### src/rtl/ram_pkg.sv
// Shared definitions for the asymmetric dual-port RAM and its read/write sides.
// Holds RAM width/depth defaults, the read-controller state enum and the beats helper.
package ram_pkg;

    localparam int RAM_ADDR_WIDTH_DEF = 5;
    localparam int RAM_WR_WIDTH_DEF   = 8;
    localparam int RAM_RD_WIDTH_DEF   = 32;
    localparam int RAM_RD_IND_DEF     = RAM_RD_WIDTH_DEF / RAM_WR_WIDTH_DEF;

    typedef enum logic [2:0] {
        ST_IDLE,
        ST_ISSUE,
        ST_WAIT,
        ST_SEND,
        ST_FIN
    } rd_state_t;

    // Number of output beats carried by one wide RAM word.
    function automatic int beats_of(input int rd_w, input int out_w);
        return rd_w / out_w;
    endfunction

endpackage

### src/rtl/ram_rd_unpack_word_serializer.sv
// word_serializer: loads one wide word and emits it as OUT_WIDTH beats on valid/ready.
// Ports: clk, rst_n, load, load_data, m_ready in; m_data, m_valid, last_beat out.
// Beat order: LSB beat first, or MSB beat first with RAM_RD_UNPACK_MSB_FIRST_EN.
module word_serializer
    import ram_pkg::*;
#(
    parameter int RD_WIDTH  = RAM_RD_WIDTH_DEF,
    parameter int OUT_WIDTH = RAM_WR_WIDTH_DEF
) (
    input  logic                 clk,
    input  logic                 rst_n,
    input  logic                 load,
    input  logic [RD_WIDTH-1:0]  load_data,
    input  logic                 m_ready,
    output logic [OUT_WIDTH-1:0] m_data,
    output logic                 m_valid,
    output logic                 last_beat
);

    localparam int BEATS = beats_of(RD_WIDTH, OUT_WIDTH);
    localparam int BW    = (BEATS > 1) ? $clog2(BEATS) : 1;

    logic [RD_WIDTH-1:0] shreg;
    logic [BW-1:0]       beat_cnt;
    logic                accept;

    assign accept    = m_valid & m_ready;
    assign last_beat = accept && (beat_cnt == BW'(BEATS - 1));

`ifdef RAM_RD_UNPACK_MSB_FIRST_EN
    assign m_data = shreg[RD_WIDTH-1 -: OUT_WIDTH];
`else
    assign m_data = shreg[OUT_WIDTH-1:0];
`endif

    always_ff @(posedge clk or negedge rst_n) begin
        if (!rst_n) begin
            shreg    <= '0;
            beat_cnt <= '0;
            m_valid  <= 1'b0;
        end else if (load) begin
            shreg    <= load_data;
            beat_cnt <= '0;
            m_valid  <= 1'b1;
        end else if (accept) begin
`ifdef RAM_RD_UNPACK_MSB_FIRST_EN
            shreg <= shreg << OUT_WIDTH;
`else
            shreg <= shreg >> OUT_WIDTH;
`endif
            if (last_beat) begin
                beat_cnt <= '0;
                m_valid  <= 1'b0;
            end else begin
                beat_cnt <= beat_cnt + 1'b1;
            end
        end
    end

endmodule

### src/rtl/ram_rd_unpack.sv
// Read-side controller: issues a burst of wide RAM reads and unpacks each word into beats.
// Ports: rd_clk, rd_rst_n, start, base_addr, word_cnt, rd_data, m_ready in;
// rd_addr, m_data, m_valid, busy, done out. Beat order macro: RAM_RD_UNPACK_MSB_FIRST_EN.
module ram_rd_unpack
    import ram_pkg::*;
#(
    parameter int RAM_ADDR_WIDTH = RAM_ADDR_WIDTH_DEF,
    parameter int RD_WIDTH       = RAM_RD_WIDTH_DEF,
    parameter int OUT_WIDTH      = RAM_WR_WIDTH_DEF,
    parameter int RD_IND         = RAM_RD_IND_DEF,
    parameter int CNT_WIDTH      = 6
) (
    input  logic                      rd_clk,
    input  logic                      rd_rst_n,
    input  logic                      start,
    input  logic [RAM_ADDR_WIDTH-1:0] base_addr,
    input  logic [CNT_WIDTH-1:0]      word_cnt,
    output logic [RAM_ADDR_WIDTH-1:0] rd_addr,
    input  logic [RD_WIDTH-1:0]       rd_data,
    output logic [OUT_WIDTH-1:0]      m_data,
    output logic                      m_valid,
    input  logic                      m_ready,
    output logic                      busy,
    output logic                      done
);

    rd_state_t            state_q;
    rd_state_t            state_d;
    logic [CNT_WIDTH-1:0] remaining;
    logic                 last_beat;
    logic                 load;

    // RAM output is valid during WAIT, so the word is captured as WAIT ends.
    assign load = (state_q == ST_WAIT);
    assign busy = (state_q != ST_IDLE);

    always_ff @(posedge rd_clk or negedge rd_rst_n) begin
        if (!rd_rst_n) begin
            state_q <= ST_IDLE;
        end else begin
            state_q <= state_d;
        end
    end

    always_comb begin
        state_d = state_q;
        unique case (state_q)
            ST_IDLE: begin
                if (start) begin
                    state_d = (word_cnt != '0) ? ST_ISSUE : ST_FIN;
                end
            end
            ST_ISSUE: state_d = ST_WAIT;
            ST_WAIT:  state_d = ST_SEND;
            ST_SEND: begin
                if (last_beat) begin
                    state_d = (remaining != '0) ? ST_ISSUE : ST_FIN;
                end
            end
            ST_FIN:   state_d = ST_IDLE;
            default:  state_d = ST_IDLE;
        endcase
    end

    // done is registered so it lands the cycle after FIN.
    always_ff @(posedge rd_clk or negedge rd_rst_n) begin
        if (!rd_rst_n) begin
            rd_addr   <= '0;
            remaining <= '0;
            done      <= 1'b0;
        end else begin
            done <= (state_q == ST_FIN);
            if (state_q == ST_IDLE && start) begin
                rd_addr   <= base_addr;
                remaining <= word_cnt;
            end else if (state_q == ST_WAIT) begin
                rd_addr   <= rd_addr + RAM_ADDR_WIDTH'(RD_IND);
                remaining <= remaining - 1'b1;
            end
        end
    end

    word_serializer #(
        .RD_WIDTH  (RD_WIDTH),
        .OUT_WIDTH (OUT_WIDTH)
    ) u_ser (
        .clk       (rd_clk),
        .rst_n     (rd_rst_n),
        .load      (load),
        .load_data (rd_data),
        .m_ready   (m_ready),
        .m_data    (m_data),
        .m_valid   (m_valid),
        .last_beat (last_beat)
    );

endmodule

### config.mk
export PLATFORM = sky130hd
export DESIGN_NAME = ram_rd_unpack
export DESIGN_NICKNAME = d
export VERILOG_FILES = /design/src/rtl/ram_pkg.sv /design/src/rtl/ram_rd_unpack_word_serializer.sv /design/src/rtl/ram_rd_unpack.sv
export SDC_FILE = /design/constraint.sdc
export NUM_CORES = 1
export LEC_CHECK = 0
export CORE_MARGIN = 3
export CORE_UTILIZATION = 50
export DETAILED_ROUTE_END_ITERATION = 7
export PLACE_DENSITY_LB_ADDON = 0.12
export SKIP_CTS_REPAIR_TIMING = 1
export SLEW_MARGIN = 20
export SYNTH_ARGS = -nofsm -noshare
export SYNTH_HDL_FRONTEND = slang
export SYNTH_HIERARCHICAL = 1
export SYNTH_SLANG_ARGS = --single-unit
### constraint.sdc
create_clock -name rd_clk -period 2 [get_ports rd_clk]
set_clock_uncertainty 0.15 [all_clocks]
set_input_delay 0.4 -clock rd_clk [delete_from_list [all_inputs] [get_ports rd_clk]]
set_output_delay 0.4 -clock rd_clk [all_outputs]
set_load 0.03 [all_outputs]
==> reports/summary.md, run 1 <==
* run status: completed
* Gate Count Post-Synth: 269
* clk sink count: 50
* sequence of cells on the critical path: clkdlybuf4s50_1
* site row count: 26
* Placement Cell Area: 3334 um^2
* final design instance area without fill: 3460 um^2
* Worst path max stage delay: 0.69 ns
* critical path's slowest cell: sky130_fd_sc_hd__clkdlybuf4s50_1
* critical path startpoint category: flop
* GRT Resource Usage Total: 18.33%
* count of H-tree levels built during CTS: 2
* Initial DRC Count: 125
* number of buffers created by CTS: 5
* final instance count without filler cells: 393
* crit path launch: rd_addr[2]$_DFFE_PN0P_
* class of the worst hold path: reg -> reg
* overflow left after global routing: 0
* peak clock frequency supported by timing: 517.2 MHz
* hold endpoint: rd_addr[1]$_DFFE_PN0P_
* register area share after synthesis: 46.00%
* final critical-path required period: 1.933 ns
* utilization after layout: 66.88%
* synthesis warning total: 6
* RSZ-0062 raised after global routing: no
* worst path setup slack after routing: 0.06652 ns
* number of port buffers: 62
* Post-Synthesis Cell Area: 2720 um^2
* post-detail-place hpwl: 3629 um
* initial core utilization: 52.59%
* mean cell area of the mapped netlist: 10.11 um^2
* R2R setup slack: 0.13 ns
* post-route DRC violation count: 0
* clock slew at reported path FFs: 0.09 ns
* Setup CP Type: reg -> out
* residual antenna-violating net count after detailed routing: 0
* Reg2Reg Launch Point: state_q[2]$_DFFE_PN0P_
* first-pass GRT wire length: 9328 um
* total iterations of the first detailed-routing run: 4
* worst reg2reg path endpoint: u_ser/shreg[5]$_DFFE_PN0P_
* reported leakage power: 1.368 nW
* clock latency on the worst-skew pair: 0.29 ns
* Post-Place Setup Slack: -0.07949 ns
* power per cell area: 536.4 nW/um^2
* path depth of the worst reg2reg path: 6
* overall power of the completed layout: 1.856 mW
* Peak supply drop: 344.8 uV
* CTS tree: done
* CP Buf/Inv Count: 1
* category of cells accounting for the largest share of critical-path delay: buffers and inverters
* Horiz. Die Dim: 79.76 um
* count of filler cells inserted in the layout: 405
* worst-margin pin slew: 0.6510 ns
* growth of design area from synthesis to finish: 27.18%
* vias per std cell: 5.384
* cell chosen for the clock root: sky130_fd_sc_hd__clkbuf_8
* worst hold start: rd_addr[1]$_DFFE_PN0P_
* arrival time at the worst endpoint: 1.38 ns
* number of buffers on the longest clock path: 2
* worst slew slack as a fraction of its limit: 56.14%
* initial antenna violation count: 0
* worst hold margin: 0.3750 ns
* fraction of final layout cells sized beyond drive strength 1: 12.07%
* GP Congestion: 0.8318
* Floorplan Core Area: 5172 um^2
* endpoint type of the worst setup path: output port
* post-synthesis register bit count: 50
* critical path data required time: 1.45 ns
* Final Net Count: 372
* commonest non-fill, non-tap cells in the layout: 59 x sky130_fd_sc_hd__clkdlybuf4s50_1, 50 x sky130_fd_sc_hd__dfrtp_1, 41 x sky130_fd_sc_hd__nand2_1, 25 x sky130_fd_sc_hd__nand2b_1, 24 x sky130_fd_sc_hd__nand4b_1
* Max Cap Viol: 0
* most common cell after layout, fill and taps aside: sky130_fd_sc_hd__clkdlybuf4s50_1
* Detailed Route WL: 5493 um
* overall via count from detail_route: 2,116
* antenna diode count: 0
* die footprint: 6361 um^2
* final worst-path cycle share: 96.67%
* IO Count: 63
* average wire per cell in the routed design: 13.98 um
* max-slew violation total from the final report: 0
* setup total negative slack: 0 ns
* number of placed cells counting well taps: 384
* Synth cell types: 42
* critical path peak fanout: 4
* pin count of the biggest net entering global routing: 51
* Mapped Nets: 319
* via count of the first global-routing pass: 2,065
* # setup viols final: 0
* Hold Path Cell Cnt: 1
* Die Span Y: 79.76 um
* final number of hold-violating endpoints: 0
sequential cells by signal, summed over array words and instances, names as in the netlist:
register / cells
u_ser/beat_cnt: 2
state_q: 3
rd_addr: 5
done: 1
remaining: 6
u_ser/m_valid: 1
u_ser/shreg: 32
worst max path at each step:
| stage | end | cells past startpoint |
|---|---|---|
| global route | rd_addr[2] | 1 |
| finish | rd_addr[2] | 1 |
| CTS | busy | 2 |
| detailed placement | state_q[0]$_DFFE_PN0P_ | 5 |
| global placement | state_q[0]$_DFFE_PN0P_ | 5 |
| floorplan | state_q[0]$_DFFE_PN0P_ | 6 |
per-layer routing:
metal  global-route usage (%)  wire [um]
met5                        0          0
met4                    6.250         59
met3                    3.160        297
met2                    28.21       2551
met1                    26.23       2584
cells in the mapped netlist:
master / instances / area (um^2)
sky130_fd_sc_hd__a21oi_1: 4 / 20.02
sky130_fd_sc_hd__and3_1: 1 / 6.260
sky130_fd_sc_hd__o21ai_0: 5 / 25.02
sky130_fd_sc_hd__nand2b_1: 25 / 156.4
sky130_fd_sc_hd__nand4b_1: 24 / 210.2
sky130_fd_sc_hd__buf_4: 10 / 75.07
sky130_fd_sc_hd__nand3b_1: 1 / 7.510
sky130_fd_sc_hd__nand2_1: 41 / 153.9
sky130_fd_sc_hd__a21bo_2: 1 / 10.01
sky130_fd_sc_hd__a22oi_1: 3 / 22.52
sky130_fd_sc_hd__buf_6: 7 / 78.83
sky130_fd_sc_hd__o211ai_1: 17 / 127.6
sky130_fd_sc_hd__o311ai_2: 8 / 130.1
sky130_fd_sc_hd__a211oi_1: 1 / 7.510
sky130_fd_sc_hd__a21bo_1: 1 / 10.01
sky130_fd_sc_hd__or4_1: 2 / 15.01
sky130_fd_sc_hd__mux2_2: 2 / 22.52
sky130_fd_sc_hd__nor2_4: 1 / 11.26
sky130_fd_sc_hd__and2_4: 1 / 8.760
sky130_fd_sc_hd__xnor2_1: 2 / 17.52
sky130_fd_sc_hd__or3_1: 2 / 12.51
sky130_fd_sc_hd__o22a_1: 1 / 8.760
sky130_fd_sc_hd__nor4_2: 1 / 12.51
sky130_fd_sc_hd__nand3_1: 1 / 5.000
sky130_fd_sc_hd__o21ai_1: 10 / 50.05
sky130_fd_sc_hd__buf_2: 12 / 60.06
sky130_fd_sc_hd__dfrtp_1: 50 / 1251
sky130_fd_sc_hd__inv_1: 14 / 52.55
sky130_fd_sc_hd__or2_0: 1 / 6.260
sky130_fd_sc_hd__a21o_1: 1 / 7.510
sky130_fd_sc_hd__nor3_1: 2 / 10.01
sky130_fd_sc_hd__a32oi_1: 1 / 8.760
sky130_fd_sc_hd__inv_2: 1 / 3.750
sky130_fd_sc_hd__xor2_1: 1 / 8.760
sky130_fd_sc_hd__or3b_1: 1 / 8.760
sky130_fd_sc_hd__ha_1: 3 / 37.54
sky130_fd_sc_hd__nor3_2: 1 / 10.01
sky130_fd_sc_hd__a222oi_1: 1 / 10.01
sky130_fd_sc_hd__nor4_1: 1 / 6.260
sky130_fd_sc_hd__and2_1: 1 / 6.260
sky130_fd_sc_hd__o21ai_2: 1 / 8.760
sky130_fd_sc_hd__nor2_1: 5 / 18.77
cells by family (layout without fill, tap and decap cells):
family                     Yosys count  count (layout)  share of synthesized area, %
AOI/OAI and AO/OA                   55              55                         16.42
xor gates and xnor gates             3               3                        0.9661
adders and majority gates            3               3                         1.380
buffers and inverters               44              98                         9.936
DFF                                 50              50                         46.00
muxes                                2               2                        0.8279
and+or+nand+nor                    112             112                         24.47
area by class of cell:
| class | instances | area, um^2 | share of cell area (%) |
|---|---|---|---|
| Inverter | 15 | 58.81 | 1.700 |
| Sequential cell | 50 | 1251 | 36.17 |
| Clock buffer | 8 | 110.1 | 3.183 |
| Multi-Input combinational cell | 175 | 1199 | 34.65 |
| Tap cell | 70 | 87.58 | 2.532 |
| Timing Repair Buffer | 75 | 753.2 | 21.77 |
where the power goes:
group / leakage, nW / total (mW) / switching, mW / internal (mW)
Sequential: 0.485 / 1.02 / 0.00615 / 1.02
Clock: 0.0575 / 0.671 / 0.321 / 0.350
Combinational: 0.825 / 0.161 / 0.0607 / 0.100
Total: 1.37 / 1.86 / 0.388 / 1.47
worst reg2reg max path, cell delays in order (launching register included):
cell                       delay (ns)
sky130_fd_sc_hd__dfrtp_1         0.38
sky130_fd_sc_hd__buf_4           0.15
sky130_fd_sc_hd__or3b_1          0.43
sky130_fd_sc_hd__inv_4           0.14
sky130_fd_sc_hd__buf_12          0.21
sky130_fd_sc_hd__nand4b_1        0.18
sky130_fd_sc_hd__o311ai_2        0.11
(Power assumes the default switching activity.)
==> run 2: changes to the inputs <==
==> constraint.sdc (replaced) <==
create_clock -name rd_clk -period 2.1 [get_ports rd_clk]
set_clock_uncertainty 0.15 [all_clocks]
set_input_delay 0.42 -clock rd_clk [delete_from_list [all_inputs] [get_ports rd_clk]]
set_output_delay 0.42 -clock rd_clk [all_outputs]
set_load 0.03 [all_outputs]
==> reports/summary.md, run 2 (synthesis results as in run 1) <==
* initial antenna violation count: 0, unchanged
* sequence of cells on the critical path: clkdlybuf4s50_1
* worst slew slack as a fraction of its limit: 59.09%, +2.9 points
* CTS tree: done
* total iterations of the first detailed-routing run: 4, unchanged
* number of port buffers: 62, unchanged
* max-slew violation total from the final report: 0, unchanged
* GRT Resource Usage Total: 18.25%, -0.079 points
* power per cell area: 523.5 nW/um^2, -2.4%
* Final Net Count: 371, -0.27%
* arrival time at the worst endpoint: 1.39 ns, about the same
* critical path's slowest cell: sky130_fd_sc_hd__clkdlybuf4s50_1
* run status: completed
* Initial DRC Count: 125, unchanged
* number of buffers created by CTS: 5, unchanged
* flip-flop count of the largest register after layout: 32, unchanged
* Setup CP Type: reg -> out
* count of H-tree levels built during CTS: 2, unchanged
* Peak supply drop: 346.9 uV, +0.61%
* vias per std cell: 5.345, -0.72%
* registers with the most flip-flops: u_ser/shreg (32), remaining (6), rd_addr (5)
* residual antenna-violating net count after detailed routing: 0, unchanged
* critical path peak fanout: 4, unchanged
* commonest non-fill, non-tap cells in the layout: 59 x sky130_fd_sc_hd__clkdlybuf4s50_1, 50 x sky130_fd_sc_hd__dfrtp_1, 41 x sky130_fd_sc_hd__nand2_1, 25 x sky130_fd_sc_hd__nand2b_1, 24 x sky130_fd_sc_hd__nand4b_1
* growth of design area from synthesis to finish: 26.91%
* FF+latch area: 1251 um^2, unchanged
* peak clock frequency supported by timing: 511.3 MHz
* cell chosen for the clock root: sky130_fd_sc_hd__clkbuf_8
* via count of the first global-routing pass: 2,009, -2.7%
* CP Buf/Inv Count: 1, unchanged
* Horiz. Die Dim: 79.76 um, unchanged
* endpoint type of the worst setup path: output port
* Worst path max stage delay: 0.69 ns, about the same
* register bank with the most flops: u_ser/shreg
* critical path startpoint category: flop
* final instance count without filler cells: 391, -0.51%
* Die Span Y: 79.76 um, unchanged
* most common cell after layout, fill and taps aside: sky130_fd_sc_hd__clkdlybuf4s50_1
* utilization after layout: 66.74%, -0.15 points
* antenna diode count: 0, unchanged
* IO Count: 63, unchanged
* post-route DRC violation count: 0, unchanged
* die footprint: 6361 um^2, unchanged
* area of combinational cells with multiple inputs: 1199 um^2, unchanged
* site row count: 26, unchanged
* class of the worst hold path: reg -> reg
* GP Congestion: 0.7909, -4.9%
* Floorplan Core Area: 5172 um^2, unchanged
* final critical-path required period: 1.956 ns
* clock slew at reported path FFs: 0.08 ns, about the same
* post-detail-place hpwl: 3724 um, +2.6%
* overflow left after global routing: 0, unchanged
* RSZ-0062 raised after global routing: no
* Max Cap Viol: 0, unchanged
* critical path data required time: 1.53 ns, +0.08 ns
* reported leakage power: 1.364 nW, -0.28%
* number of placed cells counting well taps: 383, -0.26%
* final worst-path cycle share: 93.12%
* count of filler cells inserted in the layout: 409, +0.99%
* overall via count from detail_route: 2,090, -1.2%
* number of buffers on the longest clock path: 2, unchanged
* category of cells accounting for the largest share of critical-path delay: buffers and inverters
* worst path setup slack after routing: 0.1444 ns, +0.07786 ns
* clk sink count: 50, unchanged
* initial core utilization: 52.59%, unchanged
* pin count of the biggest net entering global routing: 66, +29%
* first-pass GRT wire length: 9239 um, -0.95%
* Post-Place Setup Slack: 0.002351 ns, +0.08184 ns
* average wire per cell in the routed design: 14.04 um, +0.47%
* fraction of final layout cells sized beyond drive strength 1: 11.53%, -0.55 points
* Detailed Route WL: 5491 um, about the same
* worst-margin pin slew: 0.6072 ns, -0.04375 ns
* # setup viols final: 0, unchanged
* final number of hold-violating endpoints: 0, unchanged
* clock latency on the worst-skew pair: 0.29 ns, about the same
[run 2: final timing paths]
kind                                              from                            end  slack (ns)  cells past startpoint
max in group asynchronous                     rd_rst_n  u_ser/beat_cnt[0]$_DFFE_PN0P_        1.09                      3
worst min-delay path            rd_addr[1]$_DFFE_PN0P_         rd_addr[1]$_DFFE_PN0P_        0.37                      1
min in group asynchronous                     rd_rst_n                 done$_DFF_PN0_        0.48                      3
worst min register to register  rd_addr[1]$_DFFE_PN0P_         rd_addr[1]$_DFFE_PN0P_        0.37                      1
worst max register to register  state_q[2]$_DFFE_PN0P_     u_ser/shreg[4]$_DFFE_PN0P_        0.19                      6
worst max-delay path            rd_addr[2]$_DFFE_PN0P_                     rd_addr[2]        0.14                      1
[run 2: layout make-up]
cell class / count / share of cell area (%)
inverters: 15 / 1.631
clock inverters: 1 / 0.8699
clock buffers: 6 / 2.392
multi-input cells: 175 / 34.72
repair buffers: 74 / 21.60
well taps: 70 / 2.537
flip-flops and latches: 50 / 36.25
[run 2: routing by layer]
| metal | vias up | track usage, % | part of all wire [%] |
|---|---|---|---|
| li1 | 1041 | - | - |
| met1 | 985 | 25.22 | 47 |
| met2 | 57 | 29.47 | 47 |
| met3 | 7 | 3.725 | 5.5 |
| met4 | 0 | 4.561 | 1.1 |
| met5 | - | 0 | 0 |
[run 2: where the power goes]
| part | switching (mW) | total (mW) | internal, mW |
|---|---|---|---|
| sequential | 0.00598 | 0.976 | 0.970 |
| combinational | 0.0580 | 0.153 | 0.0954 |
| clock | 0.297 | 0.678 | 0.381 |
[run 2: metrics by stage]
stage	setup TNS, ns	total power, mW	cell area [um^2]	hold slack [ns]
floorplan	0	1.022	2720	-0.02559
global placement	0	1.148	3327	0.2830
detailed placement	0	1.149	3327	0.2804
CTS	-0.1922	1.828	3440	-0.03949
global route	0	1.881	3452	0.4022
finish	0	1.807	3452	0.3664
==> run 3: changes to the inputs <==
--- a/config.mk
+++ b/config.mk
@@ -6,9 +6,9 @@
 export NUM_CORES = 1
 export LEC_CHECK = 0
 export CORE_MARGIN = 3
-export CORE_UTILIZATION = 50
+export CORE_UTILIZATION = 40
 export DETAILED_ROUTE_END_ITERATION = 7
-export PLACE_DENSITY_LB_ADDON = 0.12
+export PLACE_DENSITY = 0.66
 export SKIP_CTS_REPAIR_TIMING = 1
 export SLEW_MARGIN = 20
 export SYNTH_ARGS = -nofsm -noshare
==> reports/summary.md, run 3 (synthesis results as in run 1) <==
* RSZ-0062 raised after global routing: no
* count of filler cells inserted in the layout: 611, +49%
* flip-flop count of the largest register after layout: 32, unchanged
* area of combinational cells with multiple inputs: 1199 um^2, unchanged
* number of port buffers: 62, unchanged
* power per cell area: 480.7 nW/um^2, -8.2%
* part of the power in combinational logic: 9.4%, +0.9 points
* worst-margin pin slew: 0.6157 ns, +0.008421 ns
* register bank with the most flops: u_ser/shreg
* switching share of power: 21.80%, +1.8 points
* overflow left after global routing: 0, unchanged
* fraction of final layout cells sized beyond drive strength 1: 11.18%, -0.35 points
* count of H-tree levels built during CTS: 2, unchanged
* Initial DRC Count: 125, unchanged
* endpoint type of the worst setup path: output port
* growth of design area from synthesis to finish: 26.63%
* critical path startpoint category: flop
* utilization after layout: 53.33%, -13 points
* GRT Resource Usage Total: 15.79%, -2.5 points
* max-slew violation total from the final report: 0, unchanged
* registers with the most flip-flops: u_ser/shreg (32), remaining (6), rd_addr (5)
* arrival time at the worst endpoint: 1.39 ns, about the same
* first-pass GRT wire length: 9673 um, +4.7%
* critical path peak fanout: 4, unchanged
* Switching Power: 0.3610 mW, about the same
* overall via count from detail_route: 2,084, -0.29%
* Setup CP Type: reg -> out
* vias per std cell: 5.223, -2.3%
* initial antenna violation count: 0, unchanged
* critical path data required time: 1.53 ns, about the same
* pin count of the biggest net entering global routing: 58, -12%
* reported leakage power: 1.353 nW, -0.79%
* clock latency on the worst-skew pair: 0.29 ns, about the same
* category of cells accounting for the largest share of critical-path delay: buffers and inverters
* crit path launch: rd_addr[2]$_DFFE_PN0P_
* worst hold margin: 0.3708 ns, +0.004446 ns
* clk sink count: 50, unchanged
* path depth of the worst reg2reg path: 6, unchanged
* CTS tree: done
* Horiz. Die Dim: 88.47 um, +11%
* critical path's slowest cell: sky130_fd_sc_hd__clkdlybuf4s50_1
* total iterations of the first detailed-routing run: 4, unchanged
* IO Count: 63, unchanged
* final worst-path cycle share: 93.21%, about the same
* antenna diode count: 0, unchanged
* residual antenna-violating net count after detailed routing: 0, unchanged
* Detailed Route WL: 5859 um, +6.7%
* run status: completed
* final critical-path required period: 1.957 ns, +0.001739 ns
* Internal Dissipation: 1.295 mW, -10%
* fraction of power consumed by sequential logic: 58.9%, +4.9 points
* Floorplan Core Area: 6459 um^2, +25%
* site row count: 29, +12%
* number of buffers created by CTS: 5, unchanged
* final number of hold-violating endpoints: 0, unchanged
* CP Buf/Inv Count: 1, unchanged
* clock slew at reported path FFs: 0.09 ns, about the same
* Hold Path Cell Cnt: 1, unchanged
* worst slew slack as a fraction of its limit: 58.52%, -0.57 points
* via count of the first global-routing pass: 2,009, unchanged
* Die Span Y: 88.47 um, +11%
* # setup viols final: 0, unchanged
* Crit. path cell count: 1, unchanged
* most common cell after layout, fill and taps aside: sky130_fd_sc_hd__clkdlybuf4s50_1
* FF+latch area: 1251 um^2, unchanged
* class of the worst hold path: reg -> reg
* die footprint: 7826 um^2, +23%
* post-route DRC violation count: 0, unchanged
* Reg2Reg Launch Point: state_q[2]$_DFFE_PN0P_
* cell chosen for the clock root: sky130_fd_sc_hd__clkbuf_8
* post-detail-place hpwl: 4076 um, +9.4%
* worst hold start: rd_addr[1]$_DFFE_PN0P_
* average wire per cell in the routed design: 14.68 um, +4.6%
* Max Cap Viol: 0, unchanged
* peak clock frequency supported by timing: 510.9 MHz, about the same
* initial core utilization: 42.12%, -10 points
* sequence of cells on the critical path: clkdlybuf4s50_1
* GP Congestion: 0.7926, +0.21%
* Final Net Count: 372, +0.27%
* Worst path max stage delay: 0.69 ns, about the same
* fraction of power consumed by the clock network: 31.7%, -5.8 points
* commonest non-fill, non-tap cells in the layout: 59 x sky130_fd_sc_hd__clkdlybuf4s50_1, 50 x sky130_fd_sc_hd__dfrtp_1, 41 x sky130_fd_sc_hd__nand2_1, 25 x sky130_fd_sc_hd__nand2b_1, 24 x sky130_fd_sc_hd__nand4b_1
* number of buffers on the longest clock path: 2, unchanged
* Peak supply drop: 247.6 uV, -29%
==> run 3: changes by cell type in the layout (fill, tap and decap cells not counted), sizes merged <==
cell | before | now
buf | 13 | 14
bufinv | 1 | 0
clkbuf | 6 | 7
==> run 3: area by class of cell <==
type / instances / area share [%]
clock buffers: 7 / 2.216
inverters: 15 / 1.635
multi-input cells: 175 / 34.80
flip-flops and latches: 50 / 36.32
well taps: 77 / 2.797
repair buffers: 75 / 22.23
==> run 3: worst paths after layout <==
check,slack (ns),to
max,0.14,rd_addr[2]
min,0.37,rd_addr[1]$_DFFE_PN0P_
max reg2reg,0.20,u_ser/shreg[4]$_DFFE_PN0P_
min reg2reg,0.37,rd_addr[1]$_DFFE_PN0P_
max in group asynchronous,0.80,u_ser/shreg[24]$_DFFE_PN0P_
min in group asynchronous,0.47,u_ser/beat_cnt[0]$_DFFE_PN0P_
==> run 3: power groups by stage <==
stage          registers [mW]  logic, mW  clock network (mW)
6_report                0.976      0.155               0.525
5_1_grt                 0.977      0.169               0.587
4_1_cts                 0.976      0.157               0.547
3_5_place_dp            0.995      0.156                   0
3_3_place_gp            0.995      0.156                   0
2_1_floorplan            1.00     0.0195                   0
==> run 3: through the flow <==
step | setup slack [ns] | cells | cell area [um^2] | setup TNS (ns) | power [mW]
after global placement | 0.04267 | 391 | 3356 | 0 | 1.150
after CTS | -0.2080 | 398 | 3432 | -0.2080 | 1.679
after floorplan | 0.3145 | 269 | 2720 | 0 | 1.022
after detailed placement | -0.01374 | 391 | 3356 | -0.01374 | 1.150
after global routing | 0.06182 | 399 | 3445 | 0 | 1.733
final | 0.1426 | 399 | 3445 | 0 | 1.656
==> run 3: metal layers <==
| metal | vias up | GRT usage (%) | share of wire (%) |
|---|---|---|---|
| met1 | 983 | 21.50 | 45 |
| met3 | 4 | 3.073 | 5.0 |
| li1 | 1042 | - | - |
| met4 | 0 | 5.357 | 0.72 |
| met5 | - | 0 | 0 |
| met2 | 55 | 25.29 | 49 |
==> RTL change: new RTL, settings of run 3 <==
The 5 states of `rd_state_t` get a one-hot encoding in 5 bits.
--- a/src/rtl/ram_pkg.sv
+++ b/src/rtl/ram_pkg.sv
@@ -7,12 +7,12 @@
     localparam int RAM_RD_WIDTH_DEF   = 32;
     localparam int RAM_RD_IND_DEF     = RAM_RD_WIDTH_DEF / RAM_WR_WIDTH_DEF;
 
-    typedef enum logic [2:0] {
-        ST_IDLE,
-        ST_ISSUE,
-        ST_WAIT,
-        ST_SEND,
-        ST_FIN
+    typedef enum logic [4:0] {
+        ST_IDLE  = 5'b00001,
+        ST_ISSUE = 5'b00010,
+        ST_WAIT  = 5'b00100,
+        ST_SEND  = 5'b01000,
+        ST_FIN   = 5'b10000
     } rd_state_t;
 
     // Number of output beats carried by one wide RAM word.
Function: no difference found for any inputs over 10 cycles, from zero or initial values and one cycle with rd_rst_n low; not proved beyond that.
==> RTL change against run 3 <==
  * The run now ends with setup timing left
  * Critical path depth up 6
  * Hold slack improved by 0.0017 ns
  * Register-to-register slack worse by 0.28 ns
  * Total power rose by 4.6%
  * Fmax fell by 10%
  * Global-route usage down 0.084 points
  * Area after synthesis grew 6.0%
  * Routed wire length rose by 16%
  * Setup slack worse by 0.22 ns
  * Via count rose by 13%
  * Sequential cell count rose by 2
  * Cell area grew 19%
  * Die area increased by 5.6%
  * Critical path type is now reg2reg
  * Critical endpoint is now remaining[5]
==> RTL change: results (changes against run 3) <==
metric	value	unit	change
outcome	finished, violations left		
failing checks	setup timing		
R2R cell count	7		+1
Final Non-Filler Cells	458		+15%
Avg WL per Cell	14.8	um	+0.77%
number of vias per cell	5.16		-1.3%
met3 GRT Util	0.0325		+0.00177
final setup fails	19		+19
slew margin rel.	0.624		+0.0387
Post-Place Cells	436		+12%
Final WS setup	-0.0783	ns	-0.221 ns
largest net degree at the start of global routing	49		-16%
WHS	0.373	ns	+0.00171 ns
vias in the first global route	2241		+12%
Final Net Count	412		+11%
top cells by area, synth	dfrtp_1 (44%), nand4b_1 (7.3%), nand2b_1 (5.9%)		
Peak VDD IR	0.000276	V	+11%
met2 WL	3170	um	+9.4%
Crit Path Max Fanout	5		+1
met2 usage	0.239		-0.0139
Tot GR Track Use	0.157		-0.000838
Critical Path Max Stage Delay	0.46	ns	-0.23 ns
Leak	1.66	nW	+23%
first-pass GRT wire length	10800	um	+11%
post-synthesis sequential area ratio	0.452		-0.00835
Placement Cell Area	3690	um2	+10%
Final HPWL DP	4370	um	+7.3%
Initial DRC Count	152		+22%
worst path arrival time	2.22	ns	+0.83 ns
Syn Nets	327		+2.5%
R2R Path End	remaining[5]		
met1 usage	0.226		+0.0112
top cells by count, synth	dfrtp_1 (51), nand2_1 (36), nand2b_1 (27)		
Final Wtd Congestion	0.817		+3.0%
synthesized area per cell	10.4	um2	+3.3%
M1 WL	3180	um	+21%
biggest regs	u_ser/shreg x32, remaining x6		
setup TNS	-0.706	ns	-0.706 ns
number of synthesized flops with an enable pin	0		unchanged
ratio of cells with drive above 1 in the final layout	0.235		+0.123
Filler Cell Count	622		+1.8%
CP max stage cell	or3b_4		
[RTL change: cell types whose count changed in the layout (fill, tap and decap cells not counted), moves of 3 or more]
cell / run 3 / this run
a221o_1: 0 / 7
clkbuf_16: 0 / 3
nor3b_1: 0 / 4
a22oi_1: 3 / 0
buf_4: 9 / 26
buf_6: 0 / 10
mux2i_1: 0 / 4
o21ai_0: 5 / 1
inv_1: 14 / 11
nand2_1: 41 / 36
nand2b_4: 0 / 4
[RTL change: power breakdown]
part / switching (mW) / leakage [nW] / internal [mW]
registers: 0 / 0.545 / 1.00
logic: 0.0454 / 1.07 / 0.0836
clock network: 0.334 / 0.0445 / 0.269
total: 0.379 / 1.66 / 1.35
[RTL change: worst max path at each step]
stage	slack, ns	depth (start not counted)	endpoint	from
after global routing	-0.15	6	remaining[4]	state_q[0]
after CTS	-0.65	3	busy	state_q[3]
final	-0.08	7	remaining[5]	state_q[0]
after global placement	-0.29	3	busy	state_q[3]
after floorplan	0.005	4	state_q[4]	state_q[3]
after detailed placement	-0.30	3	busy	state_q[3]
[RTL change: cell families after synthesis]
| kind of cell | after synthesis | synth area share |
|---|---|---|
| and+or+nand+nor | 120 | 0.255 |
| AOI/OAI and AO/OA | 52 | 0.161 |
| DFF | 52 | 0.452 |
| buffers and inverters | 41 | 0.0894 |
| muxes | 7 | 0.0256 |
| adders and majority gates | 4 | 0.0174 |
[RTL change: layout make-up]
type	instances	area, um2	share of cell area
Clock buffer	7	86.3	0.0211
Clock inverter	1	7.51	0.00183
Inverter	12	57.6	0.0141
Multi-Input combinational cell	183	1390	0.340
Sequential cell	52	1300	0.318
Tap cell	96	120	0.0293
Timing Repair Buffer	106	1120	0.273
Timing Repair inverter	1	11.3	0.00275
